[src/rtl/smc_stream_if.sv]
// smc_stream_if -- handshake bundle for smc_stream.
//   Input side : in_valid/in_ready handshake carrying in_mode, in_w, in_vgs, in_vds.
//   Output side: out_valid/out_ready handshake carrying out_data (3*IW bits).
//   master : the producer/consumer environment around the block.
//   slave  : the smc_stream block itself.
interface smc_stream_if #(
    parameter int IW = 3
) ();
    logic            in_valid;
    logic            in_ready;
    logic [1:0]      in_mode;
    logic [IW-1:0]   in_w;
    logic [IW-1:0]   in_vgs;
    logic [IW-1:0]   in_vds;
    logic            out_valid;
    logic            out_ready;
    logic [3*IW-1:0] out_data;

    modport master (
        output in_valid, in_mode, in_w, in_vgs, in_vds, out_ready,
        input  in_ready, out_valid, out_data
    );

    modport slave (
        input  in_valid, in_mode, in_w, in_vgs, in_vds, out_ready,
        output in_ready, out_valid, out_data
    );
endinterface

[src/rtl/smc_stream.sv]
// smc_stream -- per-packet transistor metric ranking.
//   Each accepted beat describes one transistor (W, V_GS, V_DS). Its value
//   V = W * metric (gm or Id, square-law model with Vt = 1) is inserted into
//   an ascending sorted array. After N beats the three smallest or largest
//   entries are divided by 3 and combined into a plain or weighted mean.
// Ports:
//   clk  : clock, rising edge
//   rst  : asynchronous reset, active high
//   s    : smc_stream_if.slave (in_* beat handshake, out_* result handshake)
module smc_stream #(
    parameter int N  = 6,
    parameter int IW = 3
) (
    input  logic         clk,
    input  logic         rst,
    smc_stream_if.slave  s
);
    localparam int DW = 3 * IW;       // value / result width
    localparam int MW = 2 * IW + 1;   // metric intermediate width (holds 2*Vov*Vds)
    localparam int SW = DW + 4;       // weighted-sum width (12 * max p)
    localparam int CW = $clog2(N);

    localparam logic [IW-1:0] ONE_I  = 1;
    localparam logic [CW-1:0] LAST   = CW'(N - 1);
    localparam logic [CW-1:0] ONE_C  = 1;
    localparam logic [DW-1:0] THREE  = 3;
    localparam logic [SW-1:0] K3     = 3;
    localparam logic [SW-1:0] K4     = 4;
    localparam logic [SW-1:0] K5     = 5;
    localparam logic [SW-1:0] K12    = 12;

    typedef enum logic [1:0] {IDLE, LOAD, CALC, OUT} state_t;

    state_t                r_state, w_next;
    logic [CW-1:0]         r_cnt;
    logic [1:0]            r_mode;
    logic [N-1:0][DW-1:0]  r_sort;
    logic [DW-1:0]         r_out;

    logic                  w_acc;
    logic [IW-1:0]         w_vov;
    logic                  w_tri;
    logic [MW-1:0]         w_vdsx, w_vovx, w_metric;
    logic [DW-1:0]         w_val;
    logic [N-1:0]          w_gt;
    logic [N-1:0][DW-1:0]  w_ins;
    logic [DW-1:0]         w_e0, w_e1, w_e2;
    logic [DW-1:0]         w_p0, w_p1, w_p2;
    logic [SW-1:0]         w_sum, w_wsum, w_res_wide;
    logic [DW-1:0]         w_res;

    assign s.in_ready  = (r_state == IDLE) || (r_state == LOAD);
    assign s.out_valid = (r_state == OUT);
    assign s.out_data  = r_out;
    assign w_acc       = s.in_valid && s.in_ready;

    // ---------------- per-beat value ----------------
    always_comb begin
        w_vov    = (s.in_vgs != '0) ? (s.in_vgs - ONE_I) : '0;
        w_tri    = (s.in_vds <= w_vov);
        w_vdsx   = MW'(s.in_vds);
        w_vovx   = MW'(w_vov);
        w_metric = '0;
        if (!s.in_mode[0] && !(r_state == LOAD)) begin
            w_metric = w_tri ? (w_vdsx << 1) : (w_vovx << 1);
        end else if (!r_mode[0] && (r_state == LOAD)) begin
            w_metric = w_tri ? (w_vdsx << 1) : (w_vovx << 1);
        end else begin
            // Triode Id is never negative because Vds <= Vov there.
            w_metric = w_tri ? (((w_vovx * w_vdsx) << 1) - (w_vdsx * w_vdsx))
                             : (w_vovx * w_vovx);
        end
        w_val = DW'(s.in_w) * DW'(w_metric);
    end

    // ---------------- sorted insertion ----------------
    // Slots at or beyond the current beat count are treated as +infinity,
    // so stale contents from the previous packet never need clearing.
    always_comb begin
        w_gt  = '0;
        w_ins = '0;
        for (int i = 0; i < N; i++) begin
            w_gt[i] = (CW'(i) >= r_cnt) || (r_sort[i] > w_val);
        end
        w_ins[0] = w_gt[0] ? w_val : r_sort[0];
        for (int i = 1; i < N; i++) begin
            if (!w_gt[i])          w_ins[i] = r_sort[i];
            else if (!w_gt[i-1])   w_ins[i] = w_val;
            else                   w_ins[i] = r_sort[i-1];
        end
    end

    // ---------------- result ----------------
    // e0 <= e1 <= e2 in sorted order, so p0 comes from e2.
    always_comb begin
        w_e0       = r_mode[1] ? r_sort[N-3] : r_sort[0];
        w_e1       = r_mode[1] ? r_sort[N-2] : r_sort[1];
        w_e2       = r_mode[1] ? r_sort[N-1] : r_sort[2];
        w_p0       = w_e2 / THREE;
        w_p1       = w_e1 / THREE;
        w_p2       = w_e0 / THREE;
        w_sum      = SW'(w_p0) + SW'(w_p1) + SW'(w_p2);
        w_wsum     = K3 * SW'(w_p0) + K4 * SW'(w_p1) + K5 * SW'(w_p2);
        w_res_wide = r_mode[0] ? (w_wsum / K12) : (w_sum / K3);
        w_res      = DW'(w_res_wide);
    end

    // ---------------- FSM ----------------
    always_ff @(posedge clk or posedge rst) begin
        if (rst) r_state <= IDLE;
        else     r_state <= w_next;
    end

    always_comb begin
        w_next = r_state;
        case (r_state)
            IDLE:    if (w_acc) w_next = LOAD;
            LOAD:    if (w_acc && (r_cnt == LAST)) w_next = CALC;
            CALC:    w_next = OUT;
            OUT:     if (s.out_ready) w_next = IDLE;
            default: w_next = IDLE;
        endcase
    end

    // ---------------- datapath registers ----------------
    always_ff @(posedge clk or posedge rst) begin
        if (rst) begin
            r_cnt  <= '0;
            r_mode <= '0;
            r_sort <= '0;
            r_out  <= '0;
        end else begin
            if (w_acc) begin
                r_sort <= w_ins;
                if (r_state == IDLE) r_mode <= s.in_mode;
                r_cnt  <= (r_cnt == LAST) ? '0 : (r_cnt + ONE_C);
            end
            if (r_state == CALC) r_out <= w_res;
            else if ((r_state == OUT) && s.out_ready) r_out <= '0;
        end
    end
endmodule

[src/flat_wrapper.sv]
// flat-port wrapper written by rule: the top's interface ports become plain ports
module smc_stream_flat 
#(
    parameter int N  = 6,
    parameter int IW = 3
)
  (clk, rst, s_in_valid, s_in_mode, s_in_w, s_in_vgs, s_in_vds, s_out_ready, s_in_ready, s_out_valid, s_out_data);
  smc_stream_if #(.IW(IW)) s_i ();
  input  logic clk;
  input  logic rst;
  input wire logic [$bits(s_i.in_valid)-1:0] s_in_valid;
  input wire logic [$bits(s_i.in_mode)-1:0] s_in_mode;
  input wire logic [$bits(s_i.in_w)-1:0] s_in_w;
  input wire logic [$bits(s_i.in_vgs)-1:0] s_in_vgs;
  input wire logic [$bits(s_i.in_vds)-1:0] s_in_vds;
  input wire logic [$bits(s_i.out_ready)-1:0] s_out_ready;
  output wire logic [$bits(s_i.in_ready)-1:0] s_in_ready;
  output wire logic [$bits(s_i.out_valid)-1:0] s_out_valid;
  output wire logic [$bits(s_i.out_data)-1:0] s_out_data;
  assign s_i.in_valid = s_in_valid;
  assign s_i.in_mode = s_in_mode;
  assign s_i.in_w = s_in_w;
  assign s_i.in_vgs = s_in_vgs;
  assign s_i.in_vds = s_in_vds;
  assign s_i.out_ready = s_out_ready;
  assign s_in_ready = s_i.in_ready;
  assign s_out_valid = s_i.out_valid;
  assign s_out_data = s_i.out_data;
  smc_stream #(.N(N), .IW(IW)) u_core (.clk(clk), .rst(rst), .s(s_i));
endmodule
[config.mk]
export PLATFORM = sky130hd
export DESIGN_NAME = smc_stream_flat
export DESIGN_NICKNAME = d
export VERILOG_FILES = /design/src/rtl/smc_stream_if.sv /design/src/rtl/smc_stream.sv /design/src/flat_wrapper.sv
export SDC_FILE = /design/constraint.sdc
export NUM_CORES = 1
export LEC_CHECK = 0
export ABC_CLOCK_PERIOD_IN_PS = 26900
export CORE_ASPECT_RATIO = 0.5
export CORE_MARGIN = 5
export CORE_UTILIZATION = 65
export DETAILED_ROUTE_END_ITERATION = 8
export GPL_TIMING_DRIVEN = 1
export HOLD_SLACK_MARGIN = 0.03
export PLACE_DENSITY = 0.83
export SYNTH_ARGS = -nofsm -noshare
export SYNTH_HDL_FRONTEND = slang
export SYNTH_SLANG_ARGS = --single-unit
[constraint.sdc]
create_clock -name clk -period 26.9 [get_ports clk]
set_input_delay 2.69 -clock clk [delete_from_list [all_inputs] [get_ports clk]]
set_output_delay 2.69 -clock clk [all_outputs]
set_load 0.03 [all_outputs]
==> out/qor.txt <==
STATUS
----------------------------------------------------------------------------------
Status                                                                finished, final reports clean

GLOBAL ROUTE
----------------------------------------------------------------------------------
Met2 capacity usage during global routing                                    50.3%
Met3 usage                                                                   5.63%
Gr usage total                                                               31.0%
Total grt overflow                                                               0
Grt met1 use                                                                 40.9%
First-pass GRT wire length                                                56400 um
Layer with the highest usage after global routing                             met2
Pin count of the biggest net entering global routing                            71
Vias in the first global route                                               11551
Initial antenna violation count                                                  0

CELLS AND AREA
----------------------------------------------------------------------------------
Growth of design area from synthesis to finish                               5.33%
Total number of nets in the final design                                      1791
Fill cells                                                                    1495
Antenna diodes                                                                   0
Share of cells above drive strength 1                                        6.77%

CRITICAL PATH
----------------------------------------------------------------------------------
Crit path DAT                                                             11650 ps
Category of the worst setup path capture point                            register
Data required time at the worst endpoint                                  27120 ps
Worst Setup Start Kind                                                    register
Worst reg-to-reg path cell count                                                39
Slack of the worst reg-to-reg path                                        15480 ps
Slowest stage cell on the critical path                                     nor3_1
Endpoint of the lowest-slack register-to-register path                u_core.s.out_data[0]$_DFFE_PP0P_
Type of the worst setup path                                               reg2reg
Worst path buffer plus inverter count                                            4
Kind of cell adding the most delay to the critical path               compound AO/OA/AOI/OAI gates
Biggest cell delay along the critical path                                  860 ps
Worst R2R Start                                                       u_core.r_mode[1]$_DFFE_PP0P_
Worst setup path start                                                u_core.r_mode[1]$_DFFE_PP0P_
Largest fanout of any net on the critical path                                  57
Cell with the most instances on the worst path                                ha_1

STA
----------------------------------------------------------------------------------
Slew margin rel.                                                             20.4%
Final setup violating endpoints                                                  0
Final period demand of the worst path                                     11420 ps
Achievable Freq                                                           87.5 MHz
Largest clock skew in the final design                                     13.6 ps
Slew Viols, Final                                                                0
Worst-Margin Slew                                                          1160 ps
Unrepaired setup endpoints after global routing                              false
Ratio of final minimum period to clock period                                42.5%
Accumulated negative setup slack                                              0 ps
Final count of hold timing violations                                            0

HOLD PATH
----------------------------------------------------------------------------------
Hold wc startpoint                                                    u_core.s.out_data[2]$_DFFE_PP0P_
Hold Path Depth                                                                  2
Classification of the worst-slack hold path                                reg2reg
Worst Hold Path EP                                                    u_core.s.out_data[2]$_DFFE_PP0P_

YOSYS
----------------------------------------------------------------------------------
Commonest register cell after synthesis                                    dfrtp_1
Cell taking the most area after synthesis                                     ha_1
Cell with the most instances after synthesis                               nand2_1
Avg Cell Area, Syn                                                      7.64 sq um
Synthesized instance count                                                    1624
Yosys top cell area share                                                    14.8%
Number of flops mapped to enable cells by yosys                                  0
Distinct cell type count after synthesis                                       100
Top cells by area in the synthesized netlist                          ha_1 15%, dfrtp_1 14%, o21ai_0 5.0%
Synth Register Bits                                                             70
Summed instance area of the synthesized netlist                       0.0124 sq mm
Share of synthesized flip-flops with an asynchronous set or reset             100%
Top cells by count, synth                                             164 x nand2_1, 147 x ha_1, 134 x inv_1
Number of nets produced by synthesis                                          1810
Sequential area share after synthesis                                        14.1%
Syn. warnings                                                                    0

FLOORPLAN
----------------------------------------------------------------------------------
Starting utilization of the core area                                        66.8%
Height of the die                                                           108 um
Horizontal extent of the die                                                205 um
Die footprint                                                         0.0221 sq mm
Placeable core region                                                 0.0186 sq mm
Std cell rows                                                                   35
Io pins                                                                         26

DRT
----------------------------------------------------------------------------------
Remaining number of nets flagged by the antenna check after routing              0
Per-cell routed wire length                                                18.6 um
TritonRoute pass-1 iters                                                         6
Routed wire length                                                        34700 um
Ratio of routed vias to standard cells                                        6.63
DRC                                                                              0
Initial DRC Count                                                             1389
DR vias                                                                      12390

PLACEMENT
----------------------------------------------------------------------------------
Final RePlAce weighted congestion                                            0.961
Number of buffer cells added on primary ports                                   25
HPWL after detailed placement                                             26800 um

CLOCK NETWORK
----------------------------------------------------------------------------------
CTS max path bufs                                                                2
H-tree depth                                                                     3
CTS Buf Count                                                                    9
Root buffer cell                                                         clkbuf_16
CTS tree                                                                     built
Clock latency on the worst-skew pair                                        360 ps
Count of hold-fix buffers inserted at cts                                        0
Post-CTS Resized                                                                 0
Number of buffers inserted to repair setup after CTS                             0
Sinks on Clock Net                                                              70
Clock-pin slew on the worst setup and hold paths                             70 ps

RUN
----------------------------------------------------------------------------------
Count of maximum capacitance violations                                          0

[registers in the layout (all words and copies together), names as in the netlist]
signal,cells
u_core.r_sort,54
u_core.r_state,2
u_core.r_cnt,3
u_core.r_mode,2
u_core.s.out_data,9
[worst min-delay path, cell delays in order (launching register included)]
cell and delay, ps:
dfrtp_1 350, nand2_1 50, nand3_1 50
[layout by cell type, fill, tap and decap left out, types with 10 or more instances in the layout]
cell type and n:
nand2_1 164, ha_1 147, inv_1 133, nor2_1 133
o21ai_0 124, a21oi_1 107, dfrtp_1 69, mux2i_1 60
nor3_1 39, xnor2_1 39, o21a_1 38, mux2_2 37
nand3_1 33, clkdlybuf4s50_1 25, nor2b_1 24, fa_1 24
o211ai_1 23, a211oi_1 23, nand2b_1 20, nand4_1 19
a21o_1 18, o22ai_1 16, o21ai_1 15, xor2_1 14
nor4_1 14, a31oi_1 13, and2_1 12, o21bai_1 11
or2_2 10, and3_1 10, o31ai_1 10
[layout make-up]
| type | count | area (sq um) | share of cell area (%) |
|---|---|---|---|
| inverter | 139 | 527 | 4.03 |
| clock buffer | 9 | 225 | 1.72 |
| clock inverter | 7 | 75.1 | 0.574 |
| timing repair buffer | 34 | 318 | 2.43 |
| tap | 259 | 324 | 2.48 |
| multi-input combinational | 1351 | 9850 | 75.3 |
| sequential | 70 | 1750 | 13.4 |
[layer usage]
metal / share of wire [%] / wire length (um)
met1: 44 / 15200
met2: 44 / 15400
met3: 8.3 / 2870
met4: 3.6 / 1250
met5: 0 / 0
[logic make-up (layout without fill, tap and decap cells)]
| kind of cell | after synthesis | count (layout) | share of synthesized area, % |
|---|---|---|---|
| AND/OR/NAND/NOR | 516 | 516 | 20.0 |
| flip-flops | 70 | 70 | 14.1 |
| XOR/XNOR | 55 | 55 | 4.14 |
| buffers and inverters | 203 | 189 | 6.51 |
| AO/OA/AOI/OAI | 499 | 499 | 26.8 |
| multiplexers | 108 | 108 | 9.57 |
| adder cells (fa/ha/maj) | 173 | 173 | 18.9 |
[worst max-delay path by stage]
stage | to | slack, ps | cells after the start
floorplan | u_core.r_sort[46]$_DFFE_PP0P_ | 17380 | 34
global placement | u_core.s.out_data[0]$_DFFE_PP0P_ | 15860 | 39
detailed placement | u_core.s.out_data[0]$_DFFE_PP0P_ | 15660 | 38
CTS | u_core.s.out_data[0]$_DFFE_PP0P_ | 15630 | 38
global route | u_core.s.out_data[0]$_DFFE_PP0P_ | 14690 | 39
finish | u_core.s.out_data[0]$_DFFE_PP0P_ | 15480 | 39
[through the flow]
stage	util (%)	hold WS (ps)	cells	instance area [sq um]	setup slack [ps]
finish	70.4	482	1869	13100	15480
detailed placement	68.8	473	1853	12800	15660
floorplan	-	450	1624	12400	17380
CTS	70.4	488	1869	13100	15630
global route	70.4	514	1869	13100	14690
global placement	68.8	463	1853	12800	15860
Power is not shown: default switching activity piles up to over one toggle a cycle in this logic, so the estimate is an artifact.
